`src/rtl/shift_merge_pkg.sv`:
```
// Shared definitions for the shift/merge issue controller.
//   - opcode constants for EXTR, DEP and DSR
//   - instruction field locations (the instruction word numbers bit 0 as its MSB)
//   - op_kind encoding presented to the shift/merge datapath
//   - controller state encoding
//   - small decode helpers used by the controller
package shift_merge_pkg;

   localparam logic [5:0] OP_EXTR = 6'o12;
   localparam logic [5:0] OP_DEP  = 6'o13;
   localparam logic [5:0] OP_DSR  = 6'o14;

   // Field LSB positions in [31:0] terms. The architectural numbering is
   // MSB-first, so architectural bit k lives at vector index 31-k.
   localparam int OP_LSB      = 26;  // instr[0:5]
   localparam int POS_LSB     = 18;  // instr[9:13]
   localparam int LEN_LSB     = 13;  // instr[14:18]
   localparam int USE_SAR_BIT = 12;  // instr[19]

   typedef enum logic [1:0] {
      KIND_EXTR = 2'd0,
      KIND_DEP  = 2'd1,
      KIND_DSR  = 2'd2
   } opKind_t;

   typedef enum logic [1:0] {
      IDLE,
      WAIT_SAR,
      ISSUE,
      HOLD
   } state_t;

   typedef struct packed {
      logic [5:0] op;
      logic [4:0] pos;
      logic [4:0] len;
      logic       useSar;
   } instrFields_t;

   function automatic instrFields_t decodeFields(input logic [31:0] word);
      instrFields_t f;
      f.op     = word[OP_LSB +: 6];
      f.pos    = word[POS_LSB +: 5];
      f.len    = word[LEN_LSB +: 5];
      f.useSar = word[USE_SAR_BIT];
      return f;
   endfunction

   function automatic logic isLegalOp(input logic [5:0] op);
      return (op == OP_EXTR) || (op == OP_DEP) || (op == OP_DSR);
   endfunction

   function automatic opKind_t opToKind(input logic [5:0] op);
      case (op)
         OP_DEP:  return KIND_DEP;
         OP_DSR:  return KIND_DSR;
         default: return KIND_EXTR;
      endcase
   endfunction

endpackage

```
`src/rtl/shift_merge_field_calc.sv`:
```
// Combinational field calculator for the shift/merge datapath.
// Ports:
//   opKind  in  2  operation class (EXTR / DEP / DSR)
//   pos     in  5  field position from the instruction
//   amt     in  5  effective amount (SAR or instruction length)
//   sa      out 5  shift amount
//   pl      out 5  left bit position
//   pr      out 5  right bit position
// All arithmetic is 5-bit and wraps modulo 32; a wrapped pl is legal and
// amt=0 yields pl=pos+1, which the datapath reads as an empty field.
module shift_merge_field_calc
   import shift_merge_pkg::*;
(
   input  opKind_t    opKind,
   input  logic [4:0] pos,
   input  logic [4:0] amt,
   output logic [4:0] sa,
   output logic [4:0] pl,
   output logic [4:0] pr
);

   always_comb begin
      // NOTE: every output gets a default first so no path leaves one unassigned (no latch).
      sa = '0;
      pl = '0;
      pr = '0;
      case (opKind)
         KIND_EXTR, KIND_DEP: begin
            pr = pos;
            pl = pos - amt + 5'd1;
            sa = 5'd31 - pos;
         end
         KIND_DSR: begin
            sa = amt;
            pl = 5'd0;
            pr = 5'd31;
         end
         default: ;
      endcase
   end

endmodule

```
`src/rtl/shift_merge_ctrl.sv`:
```
// Issue controller for EXTR / DEP / DSR in front of the shift/merge unit.
// Holds the architectural SAR and its pending-write scoreboard, stalls
// SAR-dependent instructions until the write lands, then presents registered
// sa/pl/pr/op_kind under a valid/ready handshake.
// Ports:
//   clk, rst              clock (rising edge), asynchronous active-low reset
//   in_valid / in_ready   instruction handshake from decode
//   instr                 32-bit instruction word (bit 0 = MSB)
//   sar_pend_set          an earlier stage has issued a SAR write
//   sar_wr / sar_wdata    SAR write data
//   out_valid / out_ready result handshake to the shift/merge stage
//   op_kind, sa, pl, pr   registered datapath controls
//   illegal               one-cycle pulse on an unrecognised opcode
//   stall_cnt             saturating count of cycles spent in WAIT_SAR
//   sar                   current SAR value
module shift_merge_ctrl
   import shift_merge_pkg::*;
#(
   parameter int STALL_CNT_W = 8
) (
   input  logic                   clk,
   input  logic                   rst,
   input  logic                   in_valid,
   output logic                   in_ready,
   input  logic [31:0]            instr,
   input  logic                   sar_pend_set,
   input  logic                   sar_wr,
   input  logic [4:0]             sar_wdata,
   output logic                   out_valid,
   input  logic                   out_ready,
   output logic [1:0]             op_kind,
   output logic [4:0]             sa,
   output logic [4:0]             pl,
   output logic [4:0]             pr,
   output logic                   illegal,
   output logic [STALL_CNT_W-1:0] stall_cnt,
   output logic [4:0]             sar
);

   localparam logic [STALL_CNT_W-1:0] STALL_ONE = STALL_CNT_W'(1);

   state_t                 state;
   state_t                 acceptState;
   instrFields_t           fields;
   logic                   accept;
   logic                   opLegal;
   logic [4:0]             acceptAmt;

   opKind_t                kindReg;
   logic [4:0]             posReg;
   logic [4:0]             amtReg;
   opKind_t                opKindReg;
   logic [4:0]             saReg;
   logic [4:0]             plReg;
   logic [4:0]             prReg;
   logic [4:0]             calcSa;
   logic [4:0]             calcPl;
   logic [4:0]             calcPr;
   logic [4:0]             sarReg;
   logic                   sarPend;
   logic                   outValidReg;
   logic                   illegalReg;
   logic [STALL_CNT_W-1:0] stallCnt;

   assign fields   = decodeFields(instr);
   assign opLegal  = isLegalOp(fields.op);
   assign in_ready = (state == IDLE) || ((state == HOLD) && out_ready);
   assign accept   = in_valid && in_ready;

   // The amount is resolved at acceptance; a SAR write landing in the same
   // cycle is forwarded so the instruction never sees a stale SAR.
   always_comb begin
      acceptAmt = fields.useSar ? (sar_wr ? sar_wdata : sarReg) : fields.len;
      if (!opLegal) begin
         acceptState = IDLE;
      end else if (fields.useSar && sarPend && !sar_wr) begin
         acceptState = WAIT_SAR;
      end else begin
         acceptState = ISSUE;
      end
   end

   shift_merge_field_calc u_calc (
      .opKind (kindReg),
      .pos    (posReg),
      .amt    (amtReg),
      .sa     (calcSa),
      .pl     (calcPl),
      .pr     (calcPr)
   );

   // NOTE: all sequential state here uses non-blocking assignments so every register samples pre-edge values.
   always_ff @(posedge clk or negedge rst) begin
      if (!rst) begin
         state       <= IDLE;
         sarReg      <= '0;
         sarPend     <= 1'b0;
         stallCnt    <= '0;
         outValidReg <= 1'b0;
         illegalReg  <= 1'b0;
         // NOTE: the datapath registers are reset as well so every output reads zero while rst is low.
         kindReg     <= KIND_EXTR;
         posReg      <= '0;
         amtReg      <= '0;
         opKindReg   <= KIND_EXTR;
         saReg       <= '0;
         plReg       <= '0;
         prReg       <= '0;
      end else begin
         illegalReg <= 1'b0;

         // Scoreboard: a write wins over a same-cycle set but leaves pend set.
         if (sar_wr) begin
            sarReg  <= sar_wdata;
            sarPend <= sar_pend_set;
         end else if (sar_pend_set) begin
            sarPend <= 1'b1;
         end

         case (state)
            IDLE: ;
            WAIT_SAR: begin
               if (stallCnt != '1) begin
                  stallCnt <= stallCnt + STALL_ONE;
               end
               if (sar_wr) begin
                  amtReg <= sar_wdata;
                  state  <= ISSUE;
               end
            end
            ISSUE: begin
               opKindReg   <= kindReg;
               saReg       <= calcSa;
               plReg       <= calcPl;
               prReg       <= calcPr;
               outValidReg <= 1'b1;
               state       <= HOLD;
            end
            HOLD: begin
               if (out_ready) begin
                  outValidReg <= 1'b0;
                  state       <= IDLE;
               end
            end
            default: state <= IDLE;
         endcase

         // Acceptance (IDLE, or HOLD during the output handshake) overrides
         // the HOLD->IDLE step above to give back-to-back issue.
         if (accept) begin
            state      <= acceptState;
            illegalReg <= !opLegal;
            kindReg    <= opToKind(fields.op);
            posReg     <= fields.pos;
            amtReg     <= acceptAmt;
         end
      end
   end

   assign out_valid = outValidReg;
   assign op_kind   = opKindReg;
   assign sa        = saReg;
   assign pl        = plReg;
   assign pr        = prReg;
   assign illegal   = illegalReg;
   assign stall_cnt = stallCnt;
   assign sar       = sarReg;

endmodule

```
`config.mk`:
```
export PLATFORM = sky130hd
export DESIGN_NAME = shift_merge_ctrl
export DESIGN_NICKNAME = d
export VERILOG_FILES = /design/src/rtl/shift_merge_pkg.sv /design/src/rtl/shift_merge_field_calc.sv /design/src/rtl/shift_merge_ctrl.sv
export SDC_FILE = /design/constraint.sdc
export NUM_CORES = 1
export LEC_CHECK = 0
export ABC_CLOCK_PERIOD_IN_PS = 1960
export CAP_MARGIN = 20
export CORE_ASPECT_RATIO = 0.8
export CORE_UTILIZATION = 45
export CTS_CLUSTER_SIZE = 16
export DETAILED_ROUTE_END_ITERATION = 8
export DONT_BUFFER_PORTS = 1
export PLACE_DENSITY_LB_ADDON = 0.12
export SYNTH_ARGS = -nofsm -noshare
export SYNTH_HDL_FRONTEND = slang
export SYNTH_SLANG_ARGS = --single-unit
```
`constraint.sdc`:
```
create_clock -name clk -period 1.96 [get_ports clk]
set_input_delay 0.49 -clock clk [delete_from_list [all_inputs] [get_ports clk]]
set_output_delay 0.49 -clock clk [all_outputs]
set_load 0.01 [all_outputs]
```
==> flow_summary.yaml <==
power_and_ir_drop:
  power_frac_comb_pct: 40.0
  intPower_w: 0.00273
  sw_frac_of_total_pct: 37.2
  peakVddDrop_mv: 0.749
  netSwitchingPower_w: 0.00162
  p_leak_nw: 1.21
  power_density_nw_per_um2: 1670
  pwr-share-clk_pct: 19.4
  power.share.sequential_pct: 40.6
place:
  port_buffers: 0
  dp_hpwl_um: 3320
  place_ws_ns: 0.200
  gp_congestion: 0.771
worst_setup_path:
  path_max_fanout: 7
  required_ns: 2.15
  cp-startpoint: "state[1]"
  cp_num_buf_inv: 1
  r2r_end: "stall_cnt[7]"
  max_stage_delay_ns: 0.42
  path_class: "reg2reg"
  r2r_start: "state[1]"
  rrSetupSlack_ns: 0.17
  startpoint_type: "flip-flop"
  r2r_cells: 6
  endpoint_kind: "flip-flop"
  arrival_ns: 1.98
  path_cells: "inv_1 -> ha_1 -> and4_1 -> and2_4 -> nand4_1 -> mux2_1"
  crit_family: "simple AND/OR/NAND/NOR gates"
  slowest_stage: "dfrtp_1"
layout:
  nets: 279
  syn_to_final_growth_pct: 10.5
  antenna_cells: 0
  drive_above_1_share_pct: 18.8
  fillCellCount: 477
floorplanning:
  rows: 23
  die_w_um: 82.9
  die_area_um2: 5530
  start_util_pct: 46.8
  ios: 76
  die_y_um: 66.7
  core-area_um2: 5040
timing:
  hold_violations: 0
  finClkSkew_ns: 0.00333
  slew-limit-headroom_pct: 73.5
  finalCritPeriodShare_pct: 91.3
  hold_slack_ns: 0.0258
  grt_setup_unrepaired: "no"
  setup_violations: 0
  max_freq_ghz: 0.559
  worst_slew_pin_slew_ns: 0.397
  drv_slew: 0
  min_period_ns: 1.79
  fin_setup_tns_ns: 0
  worst_slack_ns: 0.170
synthesis:
  postSynth.asyncResetShare_pct: 100
  synth_top_cell_area_share_pct: 49.9
  synth_warnings: 0
  ys_ff_latch: 47
  synth_edf_count: 0
  synth.area.top_cells: "dfrtp_1 50%, mux2_2 8.1%, ha_1 6.4%"
  synth_cells: 219
  synth.net_count: 275
  synth_area_per_cell_um2: 10.8
  seq_area_frac_synth_pct: 49.9
  synth_flop_cell: "dfrtp_1"
  synth.distinct_cells: 40
  syn_area_um2: 2360
  yosys.area.top_type: "dfrtp_1"
grt:
  grt_first_pass_wirelength_um: 7440
  grt_util_met1_pct: 21.4
  groute.layer.met3.usage_pct: 6.07
  grt_max_degree: 48
  grt_pass1_vias: 1524
  overflow: 0
  antenna_found_initial: 0
  grtUsageTotal_pct: 17.6
  use_met2_pct: 29.1
  grt.busiest_layer: "met2"
routing:
  wirelength_um: 4540
  ant_nets: 0
  via_count: 1534
  wl_per_cell_um: 15.9
  dr.pass1.iters: 4
  avgViaCountPerCell: 5.36
  drc_errors: 0
  drtIter0Drc: 33
run:
  drv_cap: 0
status:
  outcome: "complete, no violations"
clock_tree:
  cts_buffers: 5
  root_buffer: "clkbuf_8"
  clk_pin_slew_ns: 0.09
  htree_levels: 2
  clk_latency_ns: 0.30
  cts.path.max_buffers: 2
  cts_resized: 0
  clock-sinks: 47
  cts_tree: "done"
min_path:
  min_path_type: "in2async"
==> layout by cell type, fill, tap and decap left out, types with 2 or more instances in the layout <==
| cell type | n |
|---|---|
| nor2b_1 | 3 |
| and4_1 | 2 |
| dfrtp_1 | 47 |
| or3b_1 | 2 |
| xor2_1 | 2 |
| buf_4 | 5 |
| xnor2_1 | 6 |
| a31o_2 | 3 |
| nand2_1 | 13 |
| a21o_1 | 2 |
| o22ai_1 | 3 |
| o21ai_0 | 5 |
| ha_1 | 12 |
| nor2_1 | 19 |
| nand3_1 | 4 |
| mux2_2 | 17 |
| nand2b_1 | 4 |
| inv_1 | 16 |
| mux2_1 | 2 |
| bufinv_16 | 2 |
| clkbuf_8 | 5 |
| mux2i_1 | 6 |
| a21oi_1 | 26 |
==> cell usage after synthesis (2+ instances only) <==
| library cell | number |
|---|---|
| o21ai_0 | 5 |
| or3b_1 | 2 |
| clkbuf_1 | 3 |
| and4_1 | 2 |
| mux2i_1 | 6 |
| xnor2_1 | 6 |
| dfrtp_1 | 47 |
| nand3_1 | 4 |
| nor2b_1 | 3 |
| mux2_2 | 17 |
| xor2_1 | 2 |
| mux2_1 | 2 |
| a31o_2 | 3 |
| inv_1 | 16 |
| o22ai_1 | 3 |
| a21oi_1 | 26 |
| ha_1 | 12 |
| buf_2 | 4 |
| nand2_1 | 13 |
| a21o_1 | 2 |
| nor2_1 | 19 |
| nand2b_1 | 4 |
==> kinds of logic (layout without fill, tap and decap cells) <==
group	Yosys count	count (layout)	synth area share (%)
simple gates	54	54	11.6
flops	47	47	49.9
compound gates	46	46	12.0
buf+inv	26	31	4.72
mux	25	25	11.6
fa+ha+maj	13	13	7.22
xor+xnor	8	8	2.97
==> layer usage <==
layer,vias up,share of wire [%]
met2,44,46
li1,761,-
met3,7,6.1
met1,722,47
met4,0,1.4
met5,-,0
==> worst max-delay path by stage <==
stage / cells past startpoint / endpoint / slack [ns]
after floorplan: 6 / pl[4] / 0.32
after global placement: 6 / pl[4] / 0.23
after detailed placement: 6 / stall_cnt[7] / 0.20
after CTS: 6 / stall_cnt[7] / 0.17
after global routing: 6 / stall_cnt[7] / 0.09
final: 6 / stall_cnt[7] / 0.17
==> power by group through the flow <==
stage	sequential (W)	clock, W	combinational, W
after floorplan	0.00169	0	0.00141
after global placement	0.00178	0	0.00167
after detailed placement	0.00180	0	0.00173
after CTS	0.00178	0.000870	0.00177
after global routing	0.00182	0.000902	0.00198
final	0.00177	0.000843	0.00174
==> registers in the layout, summed over array words and instances, names as in the netlist <==
signal and count:
posReg 5, illegal 1, state 2, sa 5, pr 5, stall_cnt 8, sar 5, pl 5
sarPend 1, out_valid 1, kindReg 2, amtReg 5, op_kind 2
==> through the flow <==
step | instance area, µm² | power, W | util, % | std cells
finish | 2610 | 0.00435 | 51.7 | 286
global route | 2610 | 0.00471 | 51.7 | 286
detailed placement | 2440 | 0.00352 | 48.5 | 277
global placement | 2440 | 0.00345 | 48.5 | 277
floorplan | 2360 | 0.00310 | - | 219
CTS | 2610 | 0.00441 | 51.7 | 286
==> what timing repair did <==
item                       CTS  global route
hold buffers                 1             0
setup buffers                0             0
hold endpoints to repair    47             0
setup endpoints to repair    0             0
==> cell type report <==
cell class | count | area (µm²) | area share, %
clock buffer | 5 | 68.8 | 2.64
clock inverter | 3 | 67.6 | 2.59
inverter | 16 | 60.1 | 2.31
multi-input combinational | 146 | 1070 | 41.1
sequential | 47 | 1180 | 45.1
tap | 62 | 77.6 | 2.98
timing repair buffer | 7 | 85.1 | 3.27
Note: power is estimated with default switching activity, not from simulation.
